[config.mk]
export PLATFORM = sky130hd
export DESIGN_NAME = vga_scan_pipeline
export DESIGN_NICKNAME = d
export VERILOG_FILES = /design/src/rtl/vga_scan_pipeline_pkg.sv /design/src/rtl/vga_scan_pipeline_axis_counter.sv /design/src/rtl/vga_scan_pipeline.sv
export SDC_FILE = /design/constraint.sdc
export NUM_CORES = 1
export LEC_CHECK = 0
export CAP_MARGIN = 20
export CORE_UTILIZATION = 45
export DETAILED_ROUTE_END_ITERATION = 12
export PLACE_DENSITY = 0.71
export SLEW_MARGIN = 30
export SYNTH_ARGS = -nofsm -noshare
export SYNTH_HDL_FRONTEND = slang
export SYNTH_SLANG_ARGS = --single-unit
[constraint.sdc]
create_clock -name clk -period 2.4 [get_ports clk]
set_input_delay 0.24 -clock clk [delete_from_list [all_inputs] [get_ports clk]]
set_output_delay 0.24 -clock clk [all_outputs]
set_load 0.02 [all_outputs]
[src/rtl/vga_scan_pipeline_pkg.sv]
// Shared timing defaults, sync polarity constants and elaboration helpers for the VGA raster engine.
package vga_scan_pipeline_pkg;

  // 640x480 @ 60 Hz, 25 MHz pixel rate
  localparam int unsigned DefHActive = 640;
  localparam int unsigned DefHFp     = 16;
  localparam int unsigned DefHSync   = 96;
  localparam int unsigned DefHBp     = 48;
  localparam int unsigned DefVActive = 480;
  localparam int unsigned DefVFp     = 10;
  localparam int unsigned DefVSync   = 2;
  localparam int unsigned DefVBp     = 33;

  // Classic VGA modes drive both syncs low while asserted
  localparam logic SyncActiveLow = 1'b0;

  // Control bits that travel down the delay line alongside the VRAM read
  typedef struct packed {
    logic active;
    logic hsync;
    logic vsync;
  } scan_ctl_t;

  // Bits needed to hold 0..value-1; never less than one so a divide-by-1 still has a register
  function automatic int unsigned clog2(input int unsigned value);
    int unsigned width;
    width = 1;
    while ((64'(1) << width) < 64'(value)) width++;
    return width;
  endfunction

  function automatic int unsigned axis_total(input int unsigned active, input int unsigned fp,
                                             input int unsigned sync, input int unsigned bp);
    return active + fp + sync + bp;
  endfunction

endpackage

[src/rtl/vga_scan_pipeline_axis_counter.sv]
// One raster axis: position counter with wrap, plus active-area and sync-window decode.
module vga_scan_pipeline_axis_counter
  import vga_scan_pipeline_pkg::*;
#(
  parameter int unsigned Active = 8,
  parameter int unsigned Fp     = 2,
  parameter int unsigned Sync   = 2,
  parameter int unsigned Bp     = 2,
  parameter int unsigned Width  = 4
) (
  input  logic             clk,
  input  logic             reset,
  input  logic             en,
  output logic [Width-1:0] cnt,
  output logic             last,
  output logic             active,
  output logic             sync
);

  localparam int unsigned Total     = axis_total(Active, Fp, Sync, Bp);
  localparam int unsigned SyncStart = Active + Fp;
  localparam int unsigned SyncEnd   = SyncStart + Sync;

  logic [Width-1:0] cnt_q;
  logic [31:0]      cnt_ext;

  // Advance one position per enable, wrapping at the end of the axis
  always_ff @(posedge clk) begin
    if (reset) begin
      cnt_q <= '0;
    end else if (en) begin
      cnt_q <= last ? '0 : cnt_q + Width'(1);
    end
  end

  // Decode in 32 bits so window bounds equal to Total cannot alias
  assign cnt_ext = 32'(cnt_q);
  assign cnt     = cnt_q;
  assign last    = (cnt_ext == Total - 1);
  assign active  = (cnt_ext < Active);
  assign sync    = (cnt_ext >= SyncStart) && (cnt_ext < SyncEnd);

endmodule

[src/rtl/vga_scan_pipeline.sv]
// VGA raster engine: divided pixel tick, H/V timing, scaled framebuffer addressing and a
// sync/blank delay line matched to the VRAM read latency.
module vga_scan_pipeline
  import vga_scan_pipeline_pkg::*;
#(
  parameter int unsigned H_ACTIVE   = DefHActive,
  parameter int unsigned H_FP       = DefHFp,
  parameter int unsigned H_SYNC     = DefHSync,
  parameter int unsigned H_BP       = DefHBp,
  parameter int unsigned V_ACTIVE   = DefVActive,
  parameter int unsigned V_FP       = DefVFp,
  parameter int unsigned V_SYNC     = DefVSync,
  parameter int unsigned V_BP       = DefVBp,
  parameter logic        HS_POL     = SyncActiveLow,
  parameter logic        VS_POL     = SyncActiveLow,
  parameter int unsigned CLK_DIV    = 4,
  parameter int unsigned SCALE_LOG2 = 3,
  parameter int unsigned CH_BITS    = 1,
  parameter int unsigned RD_LAT     = 2,
  parameter int unsigned ADDR_W     = 13
) (
  input  logic                 clk,
  input  logic                 reset,
  output logic [ADDR_W-1:0]    rd_addr,
  output logic                 rd_en,
  input  logic [3*CH_BITS-1:0] rd_data,
  input  logic                 blank_req,
  output logic [CH_BITS-1:0]   vga_red,
  output logic [CH_BITS-1:0]   vga_green,
  output logic [CH_BITS-1:0]   vga_blue,
  output logic                 vga_hsync,
  output logic                 vga_vsync,
  output logic                 frame_start
);

  localparam int unsigned H_TOTAL  = axis_total(H_ACTIVE, H_FP, H_SYNC, H_BP);
  localparam int unsigned V_TOTAL  = axis_total(V_ACTIVE, V_FP, V_SYNC, V_BP);
  localparam int unsigned FB_W     = H_ACTIVE >> SCALE_LOG2;
  localparam int unsigned FB_H     = V_ACTIVE >> SCALE_LOG2;
  localparam int unsigned HW       = clog2(H_TOTAL);
  localparam int unsigned VW       = clog2(V_TOTAL);
  localparam int unsigned DIV_W    = clog2(CLK_DIV);
  localparam int unsigned ROW_MASK = (1 << SCALE_LOG2) - 1;

  if (CLK_DIV < 1) begin : g_bad_clk_div
    $error("CLK_DIV must be at least 1");
  end
  if (RD_LAT < 1) begin : g_bad_rd_lat
    $error("RD_LAT must be at least 1");
  end
  if ((64'(1) << ADDR_W) < 64'(FB_W) * 64'(FB_H)) begin : g_bad_addr_w
    $error("ADDR_W too narrow for the framebuffer");
  end

  logic [DIV_W-1:0]  div_q;
  logic              tick;
  logic [HW-1:0]     h_cnt;
  logic [VW-1:0]     v_cnt;
  logic [VW-1:0]     v_next;
  logic              h_last, v_last, h_act, v_act, h_sync, v_sync;
  logic              line_end;
  logic              row_step;
  logic [ADDR_W-1:0] row_base_q;
  scan_ctl_t         ctl0;
  scan_ctl_t         ctl_out;
  scan_ctl_t         dly_q [RD_LAT];
  logic [3*CH_BITS-1:0] rgb_q;
  logic              hsync_q, vsync_q, frame_start_q, blank_q;

  // Pixel-rate divider; tick marks the last clk of each pixel position
  always_ff @(posedge clk) begin
    if (reset || tick) begin
      div_q <= '0;
    end else begin
      div_q <= div_q + DIV_W'(1);
    end
  end
  assign tick = (32'(div_q) == CLK_DIV - 1);

  vga_scan_pipeline_axis_counter #(
    .Active (H_ACTIVE),
    .Fp     (H_FP),
    .Sync   (H_SYNC),
    .Bp     (H_BP),
    .Width  (HW)
  ) u_h_axis (
    .clk    (clk),
    .reset  (reset),
    .en     (tick),
    .cnt    (h_cnt),
    .last   (h_last),
    .active (h_act),
    .sync   (h_sync)
  );

  assign line_end = tick && h_last;

  vga_scan_pipeline_axis_counter #(
    .Active (V_ACTIVE),
    .Fp     (V_FP),
    .Sync   (V_SYNC),
    .Bp     (V_BP),
    .Width  (VW)
  ) u_v_axis (
    .clk    (clk),
    .reset  (reset),
    .en     (line_end),
    .cnt    (v_cnt),
    .last   (v_last),
    .active (v_act),
    .sync   (v_sync)
  );

  // Stage 0: address decode straight from the counters
  assign ctl0    = '{active: h_act && v_act, hsync: h_sync, vsync: v_sync};
  assign rd_en   = ctl0.active;
  assign rd_addr = ctl0.active ? row_base_q + ADDR_W'(h_cnt >> SCALE_LOG2) : '0;

  // A new framebuffer row starts every 2^SCALE_LOG2 lines within the active area
  assign v_next   = v_cnt + VW'(1);
  assign row_step = ((32'(v_next) & ROW_MASK) == 0) && (32'(v_next) < V_ACTIVE);

  // Running row base address, built by accumulation instead of vcnt*FB_W
  always_ff @(posedge clk) begin
    if (reset) begin
      row_base_q <= '0;
    end else if (line_end) begin
      if (v_last) begin
        row_base_q <= '0;
      end else if (row_step) begin
        row_base_q <= row_base_q + ADDR_W'(FB_W);
      end
    end
  end

  // Hold sync/active back by the VRAM latency so they meet rd_data at the output regs
  always_ff @(posedge clk) begin
    if (reset) begin
      for (int i = 0; i < RD_LAT; i++) dly_q[i] <= '0;
    end else begin
      dly_q[0] <= ctl0;
      for (int i = 1; i < RD_LAT; i++) dly_q[i] <= dly_q[i-1];
    end
  end
  assign ctl_out = dly_q[RD_LAT-1];

  // Output pin registers; black outside the active area or on a blanked frame
  always_ff @(posedge clk) begin
    if (reset) begin
      rgb_q   <= '0;
      hsync_q <= ~HS_POL;
      vsync_q <= ~VS_POL;
    end else begin
      rgb_q   <= (ctl_out.active && !blank_q) ? rd_data : '0;
      hsync_q <= ctl_out.hsync ? HS_POL : ~HS_POL;
      vsync_q <= ctl_out.vsync ? VS_POL : ~VS_POL;
    end
  end

  // Frame pulse coincides with the counters sitting at (0,0); blank latches only then
  always_ff @(posedge clk) begin
    if (reset) begin
      frame_start_q <= 1'b0;
      blank_q       <= 1'b0;
    end else begin
      frame_start_q <= line_end && v_last;
      if (frame_start_q) blank_q <= blank_req;
    end
  end

  assign vga_red     = rgb_q[3*CH_BITS-1 -: CH_BITS];
  assign vga_green   = rgb_q[2*CH_BITS-1 -: CH_BITS];
  assign vga_blue    = rgb_q[CH_BITS-1:0];
  assign vga_hsync   = hsync_q;
  assign vga_vsync   = vsync_q;
  assign frame_start = frame_start_q;

endmodule
==> results of run 1 <==
## worst min-delay path by stage
stage / to / slack, ps
floorplan: vga_hsync$_SDFF_PP1_ / 360
global placement: vga_hsync$_SDFF_PP1_ / 360
detailed placement: vga_hsync$_SDFF_PP1_ / 360
CTS: vga_hsync$_SDFF_PP1_ / 380
global route: vga_hsync$_SDFF_PP1_ / 390
finish: vga_hsync$_SDFF_PP1_ / 380
## cells in the mapped netlist (8+ instances only)
cell      n  area share
or3_1     9       0.024
o21ai_0  14       0.030
nor2_1   38       0.061
xnor2_1   9       0.034
inv_1    10       0.016
nand2_1  23       0.037
dfxtp_1  44        0.38
and2_1    8       0.022
xor2_1    8       0.030
a21oi_1  19       0.041
nand4_1   8       0.022
ha_1     11       0.059
## layout make-up
cell class / count / area (µm²)
Clock inverter: 2 / 35.0
Sequential cell: 44 / 886
Multi-Input combinational cell: 216 / 1340
Fill cell: 470 / 2020
Tap cell: 67 / 83.8
Timing Repair Buffer: 46 / 382
Clock buffer: 6 / 72.6
Inverter: 10 / 37.5
## sequential cells by signal, indices dropped and copies added, names as in the netlist
| register | cells |
|---|---|
| u_h_axis.cnt | 10 |
| u_v_axis.cnt | 10 |
| row_base_q | 9 |
| dly_q | 6 |
| rgb_q | 3 |
| div_q | 2 |
| blank_q | 1 |
| frame_start | 1 |
| vga_hsync | 1 |
| vga_vsync | 1 |
## kinds of logic after synthesis
logic type               after synthesis  share of synthesized area
AO/OA/AOI/OAI                         56                      0.141
XOR/XNOR                              17                     0.0641
adder cells (fa/ha/maj)               11                     0.0592
buffers and inverters                 22                     0.0484
flip-flops                            44                      0.379
multiplexers                           2                    0.00861
other                                  1                    0.00161
AND/OR/NAND/NOR                      129                      0.298
## routing by layer
layer / routed length [µm] / GRT usage / vias up
met2: 2280 / 0.337 / 53
met4: 74 / 0.100 / 0
met3: 246 / 0.0466 / 8
met5: 0 / 0 / -
met1: 2320 / 0.237 / 964
li1: - / - / 1071
## stage by stage
stage / power, mW / util / setup TNS, ps
3_3_place_gp: 0.823 / 0.565 / 0
6_report: 1.37 / 0.584 / 0
3_5_place_dp: 0.825 / 0.565 / -38.6
2_1_floorplan: 0.800 / - / 0
4_1_cts: 1.39 / 0.588 / 0
5_1_grt: 1.42 / 0.584 / 0
## power groups by stage
stage	Clock [mW]	Sequential, mW	Combinational, mW
6_report	0.564	0.746	0.0593
4_1_cts	0.580	0.746	0.0609
3_5_place_dp	0	0.763	0.0613
2_1_floorplan	0	0.764	0.0359
5_1_grt	0.609	0.747	0.0668
3_3_place_gp	0	0.763	0.0600
==> results.yml, run 1 <==
critical_path:
  crit_end: "rd_addr[1]"
  crit_path_end_kind: "output pin"
  reg2reg_slack_ps: 210
  path_depth: 7
  critPathKind: "reg2out"
  crit_required_ps: 2160
  crit_top_cell: "buf_4"
  worst-endpoint-arrival_ps: 2050
  cpPeakStageDelay_ps: 600
  reg2reg_from: "u_v_axis.cnt[1]$_SDFFE_PP0P_"
  slowest_stage: "clkdlybuf4s50_1"
  r2r_end: "row_base_q[10]$_SDFFE_PP0P_"
  critPathLaunchType: "flop"
  crit_chain: "buf_4, o21ai_0, nand3b_1, buf_4, inv_1, and2_1, clkdlybuf4s50_1"
  rr_worst_depth: 8
  crit_start: "u_h_axis.cnt[7]$_SDFFE_PP0N_"
  worst-path-buf-inv: 4
  crit_family: "buffers and inverters"
  critPathMaxFanout: 14
cts:
  hold_buffers: 0
  cts_htree_levels: 2
  clock_latency_ps: 300
  cts_tree: "yes"
  clkTransAtPathRegs_ps: 90
  clock-root-buffer: "clkbuf_8"
  cts_setup_buffers: 0
  cts.path.max_buffers: 2
  cts_buffers: 5
  postCtsResizedCells: 10
  cts_num_sinks: 44
logic_synthesis:
  syn_nets: 299
  yosys.cell_types.count: 50
  synth_area_per_cell_um2: 8.24
  yosys_warnings: 0
  syn_inst: 282
  synthArstFlopShare: 0
  syn-cell-area_mm2: 0.00232
  synth_edf_count: 0
  synth_flop_cell: "dfxtp_1"
  ys_seq_elements: 44
  ys_seq_area_frac: 0.379
hold_path:
  hold_path.class: "reg2reg"
  min_path_cells: 1
  min_from: "dly_q[0][4]$_SDFF_PP0_"
floorplan:
  fp.dieW_um: 73.9
  core_mm2: 0.00485
  start_util: 0.479
  dieArea_mm2: 0.00546
  io_pins: 26
  fp.dieH_um: 73.9
  row_count: 25
drt:
  drtPass1Iterations: 4
  vias_per_cell: 5.36
  drc: 0
  num_vias: 2096
  routedWlPerCell_um: 12.6
  first_iter_violations: 85
  drtAntennaViolNets: 0
  routed_wirelength_um: 4920
grt:
  grt_first_pass_wirelength_um: 8300
  antenna_found_initial: 0
  grt_start_max_net_pins: 22
  overflow: 0
  grt_pass1_vias: 1913
  grt_usage: 0.200
sta:
  rsz0062_at_grt: "no"
  fin_crit_sh: 0.954
  slew_viol_final: 0
  period_needed_ps: 2290
  hold_ws_ps: 379
  fin_skew_ps: 8.39
  hold_viol_final: 0
  setup_violations: 0
  fin_ws_ps: 111
  max_freq_mhz: 437
place:
  hpwl_um: 3600
  io_buffers: 25
  place_area_mm2: 0.00274
  gp_congestion: 0.906
  dp.cells: 383
  pre_cts_ws_ps: -13.9
cells_and_area:
  drive_gt1_frac: 0.136
  most-common-layout-cells: "40 x dfxtp_1, 38 x nor2_1, 23 x nand2_1, 21 x buf_4"
  stdcell_area_mm2: 0.00283
  nNetsFinal: 340
  final_common_cell: "dfxtp_1"
  instances_no_fill: 391
  area_growth_pct: 21.8
  n_antenna_cell: 0
pwr:
  p_clk_frac: 0.412
  p_int_mw: 1.08
  powerDensity_mw_per_mm2: 484
  p_sw_mw: 0.291
  comb_power_share: 0.043
  peakVddDrop_mv: 0.490
  netSwitchingFraction: 0.213
  p_leak_nw: 1.05
  p_seq_frac: 0.545
run:
  maxCapViolCount: 0
outcome:
  outcome: "completed"
Note: power is estimated with default switching activity, not from simulation.
==> inputs of run 2 (changes only) <==
--- a/config.mk
+++ b/config.mk
@@ -8,8 +8,9 @@
 export CAP_MARGIN = 20
 export CORE_UTILIZATION = 45
 export DETAILED_ROUTE_END_ITERATION = 12
+export HOLD_SLACK_MARGIN = 0.06
 export PLACE_DENSITY = 0.71
-export SLEW_MARGIN = 30
+export SLEW_MARGIN = 15
 export SYNTH_ARGS = -nofsm -noshare
 export SYNTH_HDL_FRONTEND = slang
 export SYNTH_SLANG_ARGS = --single-unit
==> results of run 2 <==
No change in the layout: final DEF, timing and power equal those of run 1.
==> inputs of run 3 (changes only) <==
--- a/config.mk
+++ b/config.mk
@@ -5,9 +5,9 @@
 export SDC_FILE = /design/constraint.sdc
 export NUM_CORES = 1
 export LEC_CHECK = 0
-export CAP_MARGIN = 20
 export CORE_UTILIZATION = 45
 export DETAILED_ROUTE_END_ITERATION = 12
+export GPL_ROUTABILITY_DRIVEN = 0
 export HOLD_SLACK_MARGIN = 0.06
 export PLACE_DENSITY = 0.71
 export SLEW_MARGIN = 15
==> results of run 3 <==
No change in the layout: final DEF, timing and power equal those of run 1.
